<file path="src/rtl/tank_sprite_read_arbiter.sv">
// Round-robin arbiter that shares one synchronous-read tank sprite RAM among several
// pixel requesters and returns tagged palette indices three cycles after each grant.
module tank_sprite_read_arbiter #(
    parameter int N_REQ      = 4,
    parameter int ID_W       = 2,
    parameter int SPRITE_W   = 50,
    parameter int SPRITE_H   = 50,
    parameter int ADDR_W     = 19,
    parameter int DATA_W     = 4,
    parameter int TRANSP_IDX = 0
) (
    input  logic                Clk,
    input  logic                Reset,
    input  logic                frame_sync,
    input  logic [N_REQ-1:0]    req,
    input  logic [N_REQ*6-1:0]  req_x,
    input  logic [N_REQ*6-1:0]  req_y,
    input  logic [N_REQ-1:0]    req_flip,
    output logic [N_REQ-1:0]    gnt,
    output logic [ADDR_W-1:0]   ram_read_address,
    input  logic [DATA_W-1:0]   ram_data,
    output logic                rsp_valid,
    output logic [ID_W-1:0]     rsp_id,
    output logic [DATA_W-1:0]   rsp_data,
    output logic                rsp_transparent
);

    logic [ID_W-1:0]   ptr_q, ptr_d;
    logic              gntValid;
    logic [ID_W-1:0]   gntId;

    logic [5:0]        selX, selY;
    logic              selFlip;
    logic              selOor;
    logic [ADDR_W-1:0] selCol;
    logic [ADDR_W-1:0] addr_q, addr_d;

    logic              s1Valid_q, s1Oor_q;
    logic [ID_W-1:0]   s1Id_q;
    logic              s2Valid_q, s2Oor_q;
    logic [ID_W-1:0]   s2Id_q;

    logic              rspValid_q;
    logic [ID_W-1:0]   rspId_q;
    logic [DATA_W-1:0] rspData_q;
    logic              rspTransp_q;

    // Scan from the pointer upward; the first requester found wins the cycle.
    always_comb begin
        gntValid = 1'b0;
        gntId    = '0;
        gnt      = '0;
        for (int off = 0; off < N_REQ; off++) begin
            if (!Reset && !gntValid && req[(int'(ptr_q) + off) % N_REQ]) begin
                gntValid = 1'b1;
                gntId    = ID_W'((int'(ptr_q) + off) % N_REQ);
            end
        end
        if (gntValid) begin
            gnt[gntId] = 1'b1;
        end
    end

    always_comb begin
        ptr_d = ptr_q;
        if (frame_sync) begin
            ptr_d = '0;
        end else if (gntValid) begin
            ptr_d = (int'(gntId) == N_REQ - 1) ? '0 : gntId + ID_W'(1);
        end
    end

    // Mirrored sprites read the row right-to-left; out-of-range offsets fetch address 0.
    always_comb begin
        selX    = req_x[int'(gntId)*6 +: 6];
        selY    = req_y[int'(gntId)*6 +: 6];
        selFlip = req_flip[gntId];
        selOor  = (int'(selX) >= SPRITE_W) || (int'(selY) >= SPRITE_H);
        selCol  = selFlip ? (ADDR_W'(SPRITE_W - 1) - ADDR_W'(selX)) : ADDR_W'(selX);
        addr_d  = addr_q;
        if (gntValid) begin
            addr_d = selOor ? '0 : (ADDR_W'(selY) * ADDR_W'(SPRITE_W) + selCol);
        end
    end

    always_ff @(posedge Clk) begin
        if (Reset) begin
            ptr_q       <= '0;
            addr_q      <= '0;
            s1Valid_q   <= 1'b0;
            s1Id_q      <= '0;
            s1Oor_q     <= 1'b0;
            s2Valid_q   <= 1'b0;
            s2Id_q      <= '0;
            s2Oor_q     <= 1'b0;
            rspValid_q  <= 1'b0;
            rspId_q     <= '0;
            rspData_q   <= '0;
            rspTransp_q <= 1'b0;
        end else begin
            ptr_q     <= ptr_d;
            addr_q    <= addr_d;
            s1Valid_q <= gntValid;
            s1Id_q    <= gntId;
            s1Oor_q   <= gntValid && selOor;
            s2Valid_q <= s1Valid_q;
            s2Id_q    <= s1Id_q;
            s2Oor_q   <= s1Oor_q;
            rspValid_q <= s2Valid_q;
            // Bubbles leave the last response fields untouched.
            if (s2Valid_q) begin
                rspId_q     <= s2Id_q;
                rspData_q   <= s2Oor_q ? '0 : ram_data;
                rspTransp_q <= s2Oor_q || (ram_data == DATA_W'(TRANSP_IDX));
            end
        end
    end

    assign ram_read_address = addr_q;
    assign rsp_valid        = rspValid_q;
    assign rsp_id           = rspId_q;
    assign rsp_data         = rspData_q;
    assign rsp_transparent  = rspTransp_q;

endmodule

</file>
<file path="config.mk">
export PLATFORM = sky130hd
export DESIGN_NAME = tank_sprite_read_arbiter
export DESIGN_NICKNAME = d
export VERILOG_FILES = /design/src/rtl/tank_sprite_read_arbiter.sv
export SDC_FILE = /design/constraint.sdc
export NUM_CORES = 1
export LEC_CHECK = 0
export BUFFER_PORTS_ARGS = -buffer_cell sky130_fd_sc_hd__buf_2
export CORE_UTILIZATION = 55
export CTS_CLUSTER_SIZE = 28
export DETAILED_ROUTE_END_ITERATION = 16
export GPL_ROUTABILITY_DRIVEN = 1
export PLACE_DENSITY_LB_ADDON = 0.1
export SYNTH_ARGS = -nofsm -noshare
export SYNTH_HDL_FRONTEND = slang
export SYNTH_SLANG_ARGS = --single-unit
</file>
<file path="constraint.sdc">
create_clock -name Clk -period 19.4 [get_ports Clk]
set_clock_uncertainty 0.1 [all_clocks]
set_input_delay 3.88 -clock Clk [delete_from_list [all_inputs] [get_ports Clk]]
set_output_delay 3.88 -clock Clk [all_outputs]
set_load 0.02 [all_outputs]
</file>
## Yosys cells after proc, flatten, opt, wreduce, memory -nomap -nowiden

Index checks and enable logic that the tools add are counted.

- Bitwise operators: 3
- Div/mod/pow operators: 0
- $mul: 2
- $add $sub $neg: 6
- Muxes and demuxes: 28
- Equal/unequal tests: 1
- Shift operators: 2
- Reductions and logical operators: 20
- Order comparisons: 8

Operators with widths:

| cell | number |
|---|---|
| $mux W19 | 2 |
| $shiftx A24 B32 Y6 | 1 |
| $shiftx A24 B6 Y6 | 1 |
| $add A12 B19 Y19 | 1 |
| $mux W1 | 13 |
| $ge A6 B6 Y1 const B | 2 |
| $lt A3 B4 Y1 const B | 3 |
| $mul A6 B5 Y11 const B | 1 |
| $bmux W1 S2 | 5 |
| $mux W2 | 5 |
| $logic_and A1 B1 Y1 | 9 |
| $mux W4 | 2 |
| $reduce_or A2 Y1 | 4 |
| $sub A6 B6 Y7 const A | 1 |
| $lt A2 B3 Y1 const B | 2 |
| $add A2 B1 Y2 const B | 2 |
| $add A2 B2 Y2 const B | 2 |
| $logic_not A1 Y1 | 4 |
| $logic_not A4 Y1 | 1 |
| $mul A2 B2 Y4 const B | 1 |
| $and A1 B1 Y1 const A | 3 |
| $demux W1 S2 | 1 |
| $eq A2 B1 Y1 const B | 1 |
| $ge A2 B1 Y1 const B | 1 |
| $logic_or A1 B1 Y1 | 2 |

- Memories: 0
- Bits of input ports: 63
- Output and inout bits: 31
- Word-level logic and storage cells: 82
- Flip-flop bits (word level): 37
- ROM bits: 0
- Memory bits (writable): 0
- Latch bits: 0

## Logic depth before layout (Yosys ltp)

Gate-level depths: netlist of the first run.

- Word-level depth: 22
- Mapped depth: 27
- Mapped depth without buffers: 24

## Worst setup path before layout of the first run

Ideal clock, no wire load.

- Path kind: in2out
- From: input port req[2]
- To: output port gnt[0]
- Slack: 9248 ps
- Stages on the path: 10
- Required time: 15420 ps
- Path buffers: 2
- Arrival time: 6172 ps
- Path through: clkbuf_1 > mux2i_1 > mux2_2 > o311a_1 > o41a_1 > nor2_1 > buf_2 > inv_1 > ha_1 > and2_1

- Longest elaborated chain between the ends: 21
- Elaborated cells on any way between the ends: 35
- Those cells by class: order compare (2); mux (22); reduce/logical (11)

RTL lines:

| element | line | RTL |
|---|---|---|
| start, declared | 15 | `input logic [N_REQ-1:0] req,` |
| $bmux W1 S2 | 54 | `if (!Reset && !gntValid && req[(int'(ptr_q) + off) % N_REQ]) begin` |
| $mux W1 (not written as such) | 54 |  |
| $logic_and A1 B1 Y1 | 54 |  |
| $mux W1 | 54 |  |
| $logic_not A1 Y1 | 54 |  |
| $logic_and A1 B1 Y1 (2 in series) | 54 |  |
| $mux W1 | 54 |  |
| $logic_not A1 Y1 | 54 |  |
| (+4 left out) | - |  |
| $logic_and A1 B1 Y1 (2 in series) | 54 |  |
| $mux W2 (*) | 54 |  |
| named net gntId[1] | 30 | `logic [ID_W-1:0] gntId;` |
| $lt A2 B3 Y1 (not written as such) or $ge A2 B1 Y1 (tied branches) | 60 | `gnt[gntId] = 1'b1;` |
| $logic_and A1 B1 Y1 (not written as such) | 60 |  |
| $mux W1 (not written as such) | 60 |  |
| $demux W1 S2 (*) | 60 |  |
| $mux W4 (*) | 59 | `if (gntValid) begin` |
| end, declared | 19 | `output logic [N_REQ-1:0] gnt,` |

Mark *: on every way through the listed nets, which the timed path passes. The rest lies on a longest branch. The select of a mux whose other input is x is not followed.

## Final worst setup path of the first run

- From: input port Reset
- To: output port gnt[0]

- Longest elaborated chain between the ends: 20
- Elaborated cells on any way between the ends: 25
- Those cells by class: order compare (2); mux (11); reduce/logical (12)

RTL lines:

| element | line | RTL |
|---|---|---|
| start, declared | 13 | `input logic Reset,` |
| $logic_not A1 Y1 (*) | 54 |  |
| $logic_and A1 B1 Y1 | 54 |  |
| $mux W1 | 54 |  |
| $logic_not A1 Y1 | 54 |  |
| $logic_and A1 B1 Y1 (2 in series) | 54 |  |
| $mux W1 | 54 |  |
| $logic_not A1 Y1 | 54 |  |
| $logic_and A1 B1 Y1 (2 in series) | 54 |  |
| $mux W1 | 54 |  |
| $logic_not A1 Y1 | 54 |  |
| $logic_and A1 B1 Y1 (2 in series) | 54 |  |
| $mux W2 | 54 |  |
| $lt A2 B3 Y1 (not written as such) or $ge A2 B1 Y1 (tied branches) | 60 |  |
| $logic_and A1 B1 Y1 (not written as such) | 60 |  |
| $mux W1 (not written as such) | 60 |  |
| $demux W1 S2 | 60 |  |
| $mux W4 (*) | 59 |  |

Mark *: on every way between the ends. The rest lies on a longest branch, timed or not.

==> results.rst, run 1 <==
.. list-table::
   :header-rows: 1

   * - Metric
     - Value
   * - Vertical die dimension
     - about 78 um
   * - Maximum clock insertion buffer count
     - 2
   * - Routed vias/inst
     - about 5.4
   * - Area after detailed placement
     - roughly 0.0036 sq mm
   * - Initial core utilization
     - ~57%
   * - Global-route wire length before repair
     - between 10000 and 15000 um
   * - Initial antenna violation count
     - 0
   * - Initial drt markers
     - 71
   * - HPWL after detailed placement
     - 5200 um
   * - Number of instances in the synthesized netlist
     - 349
   * - Critical path buffers and inverters
     - 4
   * - Launch point of the critical path
     - Reset
   * - Fillers
     - 475
   * - Power density of the placed cells
     - 116.4 mW/mm^2
   * - Commonest non-fill, non-tap cells in the layout
     - sky130_fd_sc_hd__buf_2, sky130_fd_sc_hd__ha_1, sky130_fd_sc_hd__dfxtp_1, sky130_fd_sc_hd__nand2_1
   * - Cts-stage hold buffer count
     - 0
   * - Hold Slack
     - ~0.34 ns
   * - Netlist cell types
     - 55
   * - Cell with the biggest individual delay on the critical path
     - sky130_fd_sc_hd__a2111oi_0
   * - RSZ-0062 raised after global routing
     - false
   * - Antenna-violating nets left
     - 0
   * - Core Rows
     - 27
   * - Dominant synthesized flop cell
     - sky130_fd_sc_hd__dfxtp_1
   * - Number of enable flip-flop cells after synthesis
     - 0
   * - Type of the setup path with the least slack
     - in2out
   * - Width of the die
     - about 78 um
   * - Clock slew at the register clock pins of the worst setup and hold paths
     - 0.07 ns
   * - Peak supply drop
     - 0.06685 mV
   * - Synth warn
     - 0
   * - Tcrit/Tclk final
     - 52.94%
   * - Count of input and output buffers
     - a little over 90
   * - Area of the die
     - 0.006049 sq mm
   * - Area delta synth->final
     - 17.67%
   * - Worst Path Arrival
     - 6.29 ns
   * - Ports
     - 94
   * - Mapped Nets
     - between 400 and 500
   * - Final Hold Violating Endpoints
     - 0
   * - Static leakage
     - 1.790 nW
   * - All-layer global routing usage
     - roughly 22%
   * - Number of global-route vias before repair
     - 2509
   * - Type of element launching the critical path
     - input port
   * - Setup violation total in the final timing report
     - 0
   * - TritonCTS clock tree
     - done
   * - Hold Startpoint
     - s1Id_q[1]$_SDFF_PP0_
   * - Setup TNS after final layout
     - 0 ns
   * - Slew of the pin with the lowest slew margin
     - between 1 and 1.5 ns
   * - Combined flip-flop and latch cell area
     - 740.7 sq um
   * - Utilization after layout
     - 67.48%
   * - Number of buffers created by CTS
     - 5
   * - Chain of cells forming the critical path
     - buf_2 -> and3b_1 -> a2111oi_0 -> nor3_1 -> nor2_1 -> buf_4 -> inv_1 -> ha_1 -> and2_1 -> buf_2
   * - Mean post-synth cell area
     - about 9.0 sq um
   * - Final slew viol count
     - 0
   * - Area of the multi-input gates
     - ~0.0022 sq mm
   * - Final estimated routing congestion in global placement
     - slightly below 0.9
   * - Level count of the clock H-tree
     - 2
   * - First-pass DRT Iterations
     - 4
   * - Crit path max-delay family
     - buffers and inverters
   * - Delay contributed by the slowest stage of the critical path
     - about 0.52 ns
   * - Fin crit period
     - between 10 and 15 ns
   * - FFs w/ async S/R, synth
     - 0%
   * - Count of nets after finishing
     - roughly 540
   * - Final WL
     - 6362 um
   * - DR vias
     - between 2k and 3k
   * - Number of sinks on the clock net
     - 37
   * - Post-layout instance area
     - ~0.0037 sq mm
   * - Root Driver
     - sky130_fd_sc_hd__clkbuf_8
   * - Maximum capacitance violations
     - 0
   * - Worst R2R Start
     - ptr_q[1]$_SDFFE_PP0P_
   * - Max_slew headroom
     - between 20 and 30%
   * - Synthesized area
     - between 0.003 and 0.004 sq mm
   * - Post-detailed-route DRC marker count
     - 0
   * - Post-synthesis sequential area ratio
     - a little under a quarter
   * - Run status
     - complete, no violations
   * - Global route total overflow
     - 0
   * - Maximum number of pins on one net before global-route repair
     - 29
   * - Proportion of layout cells with a drive suffix above 1
     - between 20% and 30%
   * - Mean routed wirelength per cell
     - 12.55 um
   * - Area inside the core boundary
     - about 0.0055 sq mm
   * - CP Max Fanout
     - 28
   * - Setup Buffers After CTS
     - 0
   * - Diodes inserted
     - 0
   * - Yosys reg bits
     - 37
   * - Most common library cell in the layout ignoring fill and taps
     - sky130_fd_sc_hd__buf_2
   * - Type of the worst min-delay path
     - reg2reg
   * - Type of destination of the critical path
     - output pin
   * - Clock insertion delay at the later pin of the skew report
     - around 0.28 ns
   * - Cell with the most instances on the worst path
     - sky130_fd_sc_hd__buf_2
   * - Number of gates resized after cts
     - 0
   * - Achievable frequency
     - between 90 and 100 MHz
   * - Data required time of the worst path
     - between 15 and 20 ns
[power by group]
group | switching (mW) | internal, mW | leakage, nW | total (mW)
registers | 0.00614 | 0.0879 | 0.303 | 0.0941
logic | 0.161 | 0.126 | 1.45 | 0.287
clock network | 0.0259 | 0.0253 | 0.0374 | 0.0511
total | 0.193 | 0.240 | 1.79 | 0.432
[cell usage after synthesis (9+ instances only)]
| master | instances | share of area (%) |
|---|---|---|
| sky130_fd_sc_hd__ha_1 | 40 | 16 |
| sky130_fd_sc_hd__nor2b_1 | 14 | 2.8 |
| sky130_fd_sc_hd__clkbuf_1 | 9 | 1.1 |
| sky130_fd_sc_hd__nand3_1 | 10 | 1.6 |
| sky130_fd_sc_hd__mux2i_1 | 15 | 4.8 |
| sky130_fd_sc_hd__a21oi_1 | 17 | 2.7 |
| sky130_fd_sc_hd__nand2_1 | 28 | 3.3 |
| sky130_fd_sc_hd__xnor2_1 | 11 | 3.1 |
| sky130_fd_sc_hd__nor2_1 | 20 | 2.4 |
| sky130_fd_sc_hd__o21ai_2 | 10 | 2.8 |
| sky130_fd_sc_hd__inv_1 | 20 | 2.4 |
| sky130_fd_sc_hd__nor3_1 | 9 | 1.4 |
| sky130_fd_sc_hd__o21ai_0 | 11 | 1.7 |
| sky130_fd_sc_hd__and2_1 | 12 | 2.4 |
| sky130_fd_sc_hd__dfxtp_1 | 37 | 23 |
[per-stage QoR]
stage / total power, mW / worst slack (ns) / std cells
6_report: 0.4324 / 9.129 / 507
5_1_grt: 0.4778 / 8.851 / 507
4_1_cts: 0.4361 / 9.100 / 507
3_5_place_dp: 0.3818 / 9.118 / 499
3_3_place_gp: 0.3783 / 9.128 / 499
2_1_floorplan: 0.3274 / 9.248 / 349
[per-layer routing]
layer  GRT usage (%)  part of all wire (%)  vias up
li1                -                     -     1418
met1           27.79                    47     1248
met2           38.05                    48       78
met3           2.824                   4.3        6
met4           7.547                   1.1        0
met5               0                     0        -
[logic make-up after synthesis]
| kind of cell | Yosys count | synth area share (%) |
|---|---|---|
| AOI/OAI and AO/OA | 73 | 17.00 |
| xor gates and xnor gates | 19 | 5.269 |
| adders and majority gates | 42 | 17.12 |
| buffers and inverters | 37 | 5.586 |
| DFF | 37 | 23.45 |
| muxes | 29 | 13.19 |
| and+or+nand+nor | 112 | 18.38 |
[path summary, 6_finish.rpt]
check / slack [ns] / endpoint / depth (start not counted)
worst max-delay path: 9.13 / gnt[0] / 10
worst max register to register: 12.63 / ram_read_address[11]$_SDFFE_PP0P_ / 20
worst min-delay path: 0.34 / s2Id_q[1]$_SDFF_PP0_ / 1
worst min register to register: 0.34 / s2Id_q[1]$_SDFF_PP0_ / 1
[cell type report]
class | instances | area share (%)
flip-flops and latches | 37 | 19.93
well taps | 72 | 2.424
clock inverters | 2 | 0.4040
multi-input cells | 275 | 60.30
repair buffers | 94 | 12.73
clock buffers | 6 | 1.953
inverters | 21 | 2.256
[state kept, by name, summed over array words and instances (netlist names)]
name              cells
s2Oor_q               1
ram_read_address     19
s2Valid_q             1
ptr_q                 2
s1Id_q                2
rsp_valid             1
s1Oor_q               1
s2Id_q                2
rsp_id                2
s1Valid_q             1
rsp_data              4
rsp_transparent       1
No activity file was read; power rests on OpenSTA's default activity.
==> run 2, diff against run 1 <==
--- a/config.mk
+++ b/config.mk
@@ -6,7 +6,7 @@
 export NUM_CORES = 1
 export LEC_CHECK = 0
 export BUFFER_PORTS_ARGS = -buffer_cell sky130_fd_sc_hd__buf_2
-export CORE_UTILIZATION = 55
+export CORE_UTILIZATION = 53
 export CTS_CLUSTER_SIZE = 28
 export DETAILED_ROUTE_END_ITERATION = 16
 export GPL_ROUTABILITY_DRIVEN = 1
==> constraint.sdc (replaced) <==
create_clock -name Clk -period 10.5 [get_ports Clk]
set_clock_uncertainty 0.1 [all_clocks]
set_input_delay 2.1 -clock Clk [delete_from_list [all_inputs] [get_ports Clk]]
set_output_delay 2.1 -clock Clk [all_outputs]
set_load 0.02 [all_outputs]
==> results.rst, run 2 (synthesis results as in run 1) <==
.. list-table::
   :header-rows: 1

   * - Metric
     - Value
   * - Type of destination of the critical path
     - flip-flop
   * - Final slew viol count
     - 0
   * - Type of element launching the critical path
     - input port
   * - Type of the worst min-delay path
     - reg2reg
   * - Level count of the clock H-tree
     - 2
   * - Clock insertion delay at the later pin of the skew report
     - about 0.28 ns
   * - Largest register FFs
     - 19
   * - Initial core utilization
     - a little under three fifths
   * - Type of the setup path with the least slack
     - in2reg
   * - HPWL after detailed placement
     - 5305 um
   * - Setup Buffers After CTS
     - 0
   * - Initial antenna violation count
     - 0
   * - Vertical die dimension
     - about 79 um
   * - Global-route wire length before repair
     - 10810 um
   * - Final Hold Violating Endpoints
     - 0
   * - Setup violation total in the final timing report
     - 0
   * - Antenna-violating nets left
     - 0
   * - Number of buffers created by CTS
     - 5
   * - Routed vias/inst
     - roughly 5.4
   * - DR vias
     - roughly 2.7k
   * - Commonest non-fill, non-tap cells in the layout
     - sky130_fd_sc_hd__buf_2, sky130_fd_sc_hd__ha_1, sky130_fd_sc_hd__dfxtp_1, sky130_fd_sc_hd__nand2_1
   * - Most common library cell in the layout ignoring fill and taps
     - sky130_fd_sc_hd__buf_2
   * - Run status
     - complete, no violations
   * - Fillers
     - ~520
   * - Final WL
     - between 6000 and 7000 um
   * - Width of the die
     - 79.19 um
   * - TritonCTS clock tree
     - done
   * - Max_slew headroom
     - a little under a quarter
   * - Mean routed wirelength per cell
     - roughly 13 um
   * - Area inside the core boundary
     - between 0.005 and 0.006 sq mm
   * - Core Rows
     - 27
   * - Data required time of the worst path
     - 10.55 ns
   * - Fin crit period
     - ~8 ns
   * - Proportion of layout cells with a drive suffix above 1
     - a little under 30%
   * - All-layer global routing usage
     - between 20% and 30%
   * - Number of global-route vias before repair
     - 2561
   * - Tcrit/Tclk final
     - 76.04%
   * - Maximum number of pins on one net before global-route repair
     - 29
   * - Setup TNS after final layout
     - 0 ns
   * - Ports
     - 94
   * - Initial drt markers
     - 68
   * - Root Driver
     - sky130_fd_sc_hd__clkbuf_8
   * - Diodes inserted
     - 0
   * - Cts-stage hold buffer count
     - 0
   * - Area of the die
     - approximately 0.0063 sq mm
   * - CP Max Fanout
     - 11
   * - Post-detailed-route DRC marker count
     - 0
   * - Worst Path Arrival
     - 8.03 ns
   * - Number of gates resized after cts
     - 0
   * - Clock slew at the register clock pins of the worst setup and hold paths
     - 0.08 ns
   * - Final estimated routing congestion in global placement
     - 0.9055
   * - Achievable frequency
     - around 130 MHz
   * - Maximum capacitance violations
     - 0
   * - Slew of the pin with the lowest slew margin
     - around 1.2 ns
   * - Count of input and output buffers
     - 93
   * - Number of sinks on the clock net
     - 37
   * - First-pass DRT Iterations
     - 4
   * - Power density of the placed cells
     - 217.5 mW/mm^2
   * - RSZ-0062 raised after global routing
     - false
   * - Peak supply drop
     - around 0.13 mV
   * - Utilization after layout
     - between 60% and 70%
   * - Area delta synth->final
     - 17.67%
   * - Global route total overflow
     - 0
   * - Static leakage
     - ~1.8 nW
   * - Count of nets after finishing
     - about 540
   * - Maximum clock insertion buffer count
     - 2
run 2: cell counts in the layout (fill, tap and decap cells not counted):
Identical to the previous run, type by type.
run 2: where the power goes:
group          total, mW  internal (mW)  switching (mW)
registers          0.173          0.162          0.0106
clock network     0.0947         0.0467          0.0480
logic              0.541          0.234           0.307
run 2: final timing paths:
path | from | to | slack [ns] | cells after the start
max reg2reg | ptr_q[1]$_SDFFE_PP0P_ | ram_read_address[11]$_SDFFE_PP0P_ | 3.68 | 20
min reg2reg | s1Oor_q$_SDFF_PP0_ | s2Oor_q$_SDFF_PP0_ | 0.34 | 1
max | req[3] | ram_read_address[11]$_SDFFE_PP0P_ | 2.52 | 21
min | s1Oor_q$_SDFF_PP0_ | s2Oor_q$_SDFF_PP0_ | 0.34 | 1
run 2: cell type report:
class	count	area [sq um]	share of cell area (%)
inverter	21	83.83	2.256
tap	72	90.09	2.424
clock inverter	2	15.01	0.4040
timing repair buffer	94	473.0	12.73
sequential	37	740.7	19.93
multi-input combinational	275	2241	60.30
clock buffer	6	72.57	1.953
run 2: metal layers:
layer / share of wire, % / global-route usage (%)
met1: 49 / 27.97
met2: 45 / 36.64
met3: 5.2 / 2.759
met4: 0.94 / 6.000
met5: 0 / 0
run 2: critical path, stage by stage:
cell and delay [ns]:
sky130_fd_sc_hd__buf_2 0.15, sky130_fd_sc_hd__mux2_4 0.28, sky130_fd_sc_hd__or4_4 0.45, sky130_fd_sc_hd__a2111oi_4 0.36
sky130_fd_sc_hd__or2_1 0.51, sky130_fd_sc_hd__mux4_1 0.78, sky130_fd_sc_hd__ha_1 0.35, sky130_fd_sc_hd__ha_1 0.30
sky130_fd_sc_hd__ha_1 0.32, sky130_fd_sc_hd__fa_1 0.48, sky130_fd_sc_hd__a21oi_1 0.15, sky130_fd_sc_hd__nor2_1 0.05
sky130_fd_sc_hd__nor2_1 0.17, sky130_fd_sc_hd__o21bai_1 0.09, sky130_fd_sc_hd__a21oi_1 0.19, sky130_fd_sc_hd__xnor2_1 0.11
sky130_fd_sc_hd__ha_1 0.41, sky130_fd_sc_hd__mux2i_1 0.26, sky130_fd_sc_hd__o211ai_1 0.13, sky130_fd_sc_hd__a311oi_1 0.31
sky130_fd_sc_hd__o21ai_2 0.07
run 2: per-stage QoR:
step                      power (mW)  setup slack, ns  hold WS [ns]  area (sq um)  std cells
after floorplan               0.6049            2.899        0.3138          3158        349
after global placement        0.7038            2.502        0.3249          3628        499
after detailed placement      0.7134            2.304        0.3284          3628        499
after CTS                     0.8135            2.580        0.3418          3716        507
after global routing          0.8857            2.203        0.3633          3716        507
final                         0.8084            2.516        0.3369          3716        507
==> run 3, diff against run 2 <==
--- a/config.mk
+++ b/config.mk
@@ -5,8 +5,9 @@
 export SDC_FILE = /design/constraint.sdc
 export NUM_CORES = 1
 export LEC_CHECK = 0
+export ABC_AREA = 1
 export BUFFER_PORTS_ARGS = -buffer_cell sky130_fd_sc_hd__buf_2
-export CORE_UTILIZATION = 53
+export CORE_UTILIZATION = 49
 export CTS_CLUSTER_SIZE = 28
 export DETAILED_ROUTE_END_ITERATION = 16
 export GPL_ROUTABILITY_DRIVEN = 1
==> constraint.sdc (replaced) <==
create_clock -name Clk -period 7.15 [get_ports Clk]
set_clock_uncertainty 0.1 [all_clocks]
set_input_delay 1.43 -clock Clk [delete_from_list [all_inputs] [get_ports Clk]]
set_output_delay 1.43 -clock Clk [all_outputs]
set_load 0.02 [all_outputs]
==> results.rst, run 3 <==
.. list-table::
   :header-rows: 1

   * - Metric
     - Value
   * - Area inside the core boundary
     - a little under 0.007 sq mm
   * - Maximum number of pins on one net before global-route repair
     - 29
   * - Critical path buffers and inverters
     - 6
   * - Most common library cell in the layout ignoring fill and taps
     - sky130_fd_sc_hd__nand2_1
   * - Maximum capacitance violations
     - 0
   * - Cts-stage hold buffer count
     - 0
   * - Number of buffers created by CTS
     - 5
   * - TritonCTS clock tree
     - done
   * - Count of input and output buffers
     - between 90 and 100
   * - Final WL
     - approximately 7300 um
   * - Global-route wire length before repair
     - 12320 um
   * - Max_slew headroom
     - 56.79%
   * - Level count of the clock H-tree
     - 2
   * - Number of instances in the synthesized netlist
     - between 400 and 500
   * - All-layer global routing usage
     - 20.31%
   * - Type of element launching the critical path
     - input port
   * - Count of nets after finishing
     - approximately 670
   * - Hold Startpoint
     - s1Valid_q$_SDFF_PP0_
   * - Largest register FFs
     - 19
   * - Diodes inserted
     - 0
   * - Sequential share of power
     - between 10% and 20%
   * - Number of cells in the finished layout apart from fillers
     - roughly 660
   * - Area delta synth->final
     - 14.14%
   * - Mapped Nets
     - just under 600
   * - Static leakage
     - 2.170 nW
   * - Ports
     - between 90 and 100
   * - Root Driver
     - sky130_fd_sc_hd__clkbuf_8
   * - Routed vias/inst
     - slightly below 5
   * - Total power consumption of the routed design
     - 1.863 mW
   * - Area of the multi-input gates
     - 0.002306 sq mm
   * - Delay contributed by the slowest stage of the critical path
     - roughly 0.36 ns
   * - Fillers
     - 672
   * - Comb power frac
     - roughly four fifths
   * - Final Hold Violating Endpoints
     - 0
   * - Cell with the biggest individual delay on the critical path
     - sky130_fd_sc_hd__ha_1
   * - Type of destination of the critical path
     - flip-flop
   * - Core Rows
     - 30
   * - Dominant synthesized flop cell
     - sky130_fd_sc_hd__dfxtp_1
   * - Global route total overflow
     - 0
   * - Vertical die dimension
     - between 80 and 90 um
   * - Worst Path Arrival
     - ~6.1 ns
   * - Tcrit/Tclk final
     - about 84%
   * - Clock slew at the register clock pins of the worst setup and hold paths
     - around 0.07 ns
   * - HPWL after detailed placement
     - 5963 um
   * - Antenna-violating nets left
     - 0
   * - Mean routed wirelength per cell
     - roughly 11 um
   * - Switching Fraction
     - around half
   * - Most common cell in the netlist
     - sky130_fd_sc_hd__nand2_1
   * - Combined flip-flop and latch cell area
     - approximately 740 sq um
   * - Maximum clock insertion buffer count
     - 2
   * - Setup TNS after final layout
     - 0 ns
   * - Final slew viol count
     - 0
   * - Power density of the placed cells
     - approximately 470 mW/mm^2
   * - Cell types with the highest counts after synthesis
     - sky130_fd_sc_hd__nand2_1, sky130_fd_sc_hd__inv_1, sky130_fd_sc_hd__ha_1, sky130_fd_sc_hd__dfxtp_1, sky130_fd_sc_hd__nand3_1
   * - Placed cells
     - ~660
   * - Proportion of layout cells with a drive suffix above 1
     - between 20% and 30%
   * - FFs w/ async S/R, synth
     - 0%
   * - Worst R2R Start
     - ptr_q[0]$_SDFFE_PP0P_
   * - Initial antenna violation count
     - 0
   * - Area share of the leading cell type in the synthesized netlist
     - 21.40%
   * - Cell with the most instances on the worst path
     - sky130_fd_sc_hd__ha_1
   * - Commonest non-fill, non-tap cells in the layout
     - sky130_fd_sc_hd__nand2_1, sky130_fd_sc_hd__buf_2, sky130_fd_sc_hd__inv_1, sky130_fd_sc_hd__ha_1, sky130_fd_sc_hd__dfxtp_1
   * - Initial core utilization
     - 50.94%
   * - RSZ-0062 raised after global routing
     - false
   * - Launch point of the critical path
     - Reset
   * - Setup violation total in the final timing report
     - 0
   * - Slew of the pin with the lowest slew margin
     - 0.6474 ns
   * - DR vias
     - 3198
   * - Data required time of the worst path
     - roughly 7.2 ns
   * - Post-synthesis sequential area ratio
     - 21.40%
   * - Mean post-synth cell area
     - about 7 sq um
   * - Switching Power
     - about 950 uW
   * - Type of the worst min-delay path
     - reg2reg
   * - Width of the die
     - approximately 86 um
   * - Type of the setup path with the least slack
     - in2reg
   * - Ranking of synthesized cells by area
     - sky130_fd_sc_hd__dfxtp_1, sky130_fd_sc_hd__ha_1, sky130_fd_sc_hd__nand2_1
   * - Yosys reg bits
     - 37
   * - First-pass DRT Iterations
     - 4
   * - Setup Buffers After CTS
     - 0
   * - Netlist cell types
     - 41
   * - Number of global-route vias before repair
     - ~2.9k
   * - Utilization after layout
     - between 50% and 60%
   * - Synth warn
     - 0
   * - Achievable frequency
     - about 170 MHz
   * - Run status
     - complete, no violations
   * - Number of sinks on the clock net
     - 37
   * - Fin crit period
     - between 5 and 6 ns
   * - Area of the die
     - approximately 0.0074 sq mm
   * - Peak supply drop
     - ~0.33 mV
   * - Internal Pwr Total
     - 909.4 uW
   * - Final estimated routing congestion in global placement
     - a little under 0.9
   * - Clock insertion delay at the later pin of the skew report
     - about 0.29 ns
   * - Synth area leader
     - sky130_fd_sc_hd__dfxtp_1
   * - Post-detailed-route DRC marker count
     - 0
   * - Synthesized area
     - roughly 0.0035 sq mm
   * - Number of gates resized after cts
     - 0
   * - Crit path max-delay family
     - adder cells
   * - Initial drt markers
     - around 120
   * - Clock power share
     - 7.3%
   * - CP Max Fanout
     - 28
   * - Number of enable flip-flop cells after synthesis
     - 0
==> run 3: changes by cell type after synthesis, moves of 10 or more <==
cell	before	now
sky130_fd_sc_hd__nand2_1	28	128
sky130_fd_sc_hd__inv_1	20	56
sky130_fd_sc_hd__nand2_2	0	28
sky130_fd_sc_hd__nand3_1	10	36
sky130_fd_sc_hd__mux2i_1	15	0
sky130_fd_sc_hd__nor2b_1	14	0
sky130_fd_sc_hd__a21oi_2	0	10
==> run 3: cell families (layout without fill, tap and decap cells) <==
family          after synthesis  after routing  synth area share, %
simple gates                244            244                34.64
buf+inv                      77            162                11.97
compound gates               64             64                11.57
fa+ha+maj                    42             42                15.62
flops                        37             37                21.40
xor+xnor                     19             19                4.808
==> run 3: layout make-up <==
class                           instances  share of cell area (%)
Clock buffer                            8                   2.027
Timing Repair Buffer                   94                   11.97
Inverter                               60                   5.828
Tap cell                               96                   3.041
Multi-Input combinational cell        369                   58.38
Sequential cell                        37                   18.75
==> run 3: metal layers <==
metal	vias up	global-route usage [%]	share of wire, %
li1	1708	-	-
met1	1394	25.91	48
met2	85	35.35	46
met3	11	3.369	4.4
met4	0	5.303	1.6
met5	-	0	0
==> run 3: worst register-to-register path, delay by kind of cell, from the launching register on <==
kind / cells / cell delay (ns)
AO/OA/AOI/OAI: 9 / 1.24
XOR/XNOR: 1 / 0.17
adder cells (fa/ha/maj): 5 / 1.59
buffers and inverters: 5 / 0.47
flip-flops: 1 / 0.58
AND/OR/NAND/NOR: 9 / 1.29
==> run 3: final timing paths <==
| kind | cells after the start | end | slack (ns) |
|---|---|---|---|
| setup / recovery | 27 | ram_read_address[13]$_SDFFE_PP0P_ | 1.16 |
| hold / removal | 2 | s2Valid_q$_SDFF_PP0_ | 0.30 |
| hold reg to reg | 2 | s2Valid_q$_SDFF_PP0_ | 0.30 |
| setup reg to reg | 29 | ram_read_address[13]$_SDFFE_PP0P_ | 1.60 |
==> run 3: through the flow <==
step           setup WS (ns)  cell area (sq um)  hold WS [ns]
2_1_floorplan          1.315               3461        0.2883
3_3_place_gp          0.9696               3870        0.2888
3_5_place_dp          0.8859               3870        0.2952
4_1_cts                1.164               3950        0.3064
5_1_grt               0.7223               3950        0.3330
6_report               1.159               3950        0.3047
==> run 3: power by group through the flow <==
stage          Combinational (mW)  Clock [mW]  Sequential, mW
6_report                     1.47       0.135           0.261
5_1_grt                      1.67       0.147           0.266
4_1_cts                      1.47       0.137           0.262
3_5_place_dp                 1.47           0           0.266
3_3_place_gp                 1.44           0           0.265
2_1_floorplan                1.21           0           0.290
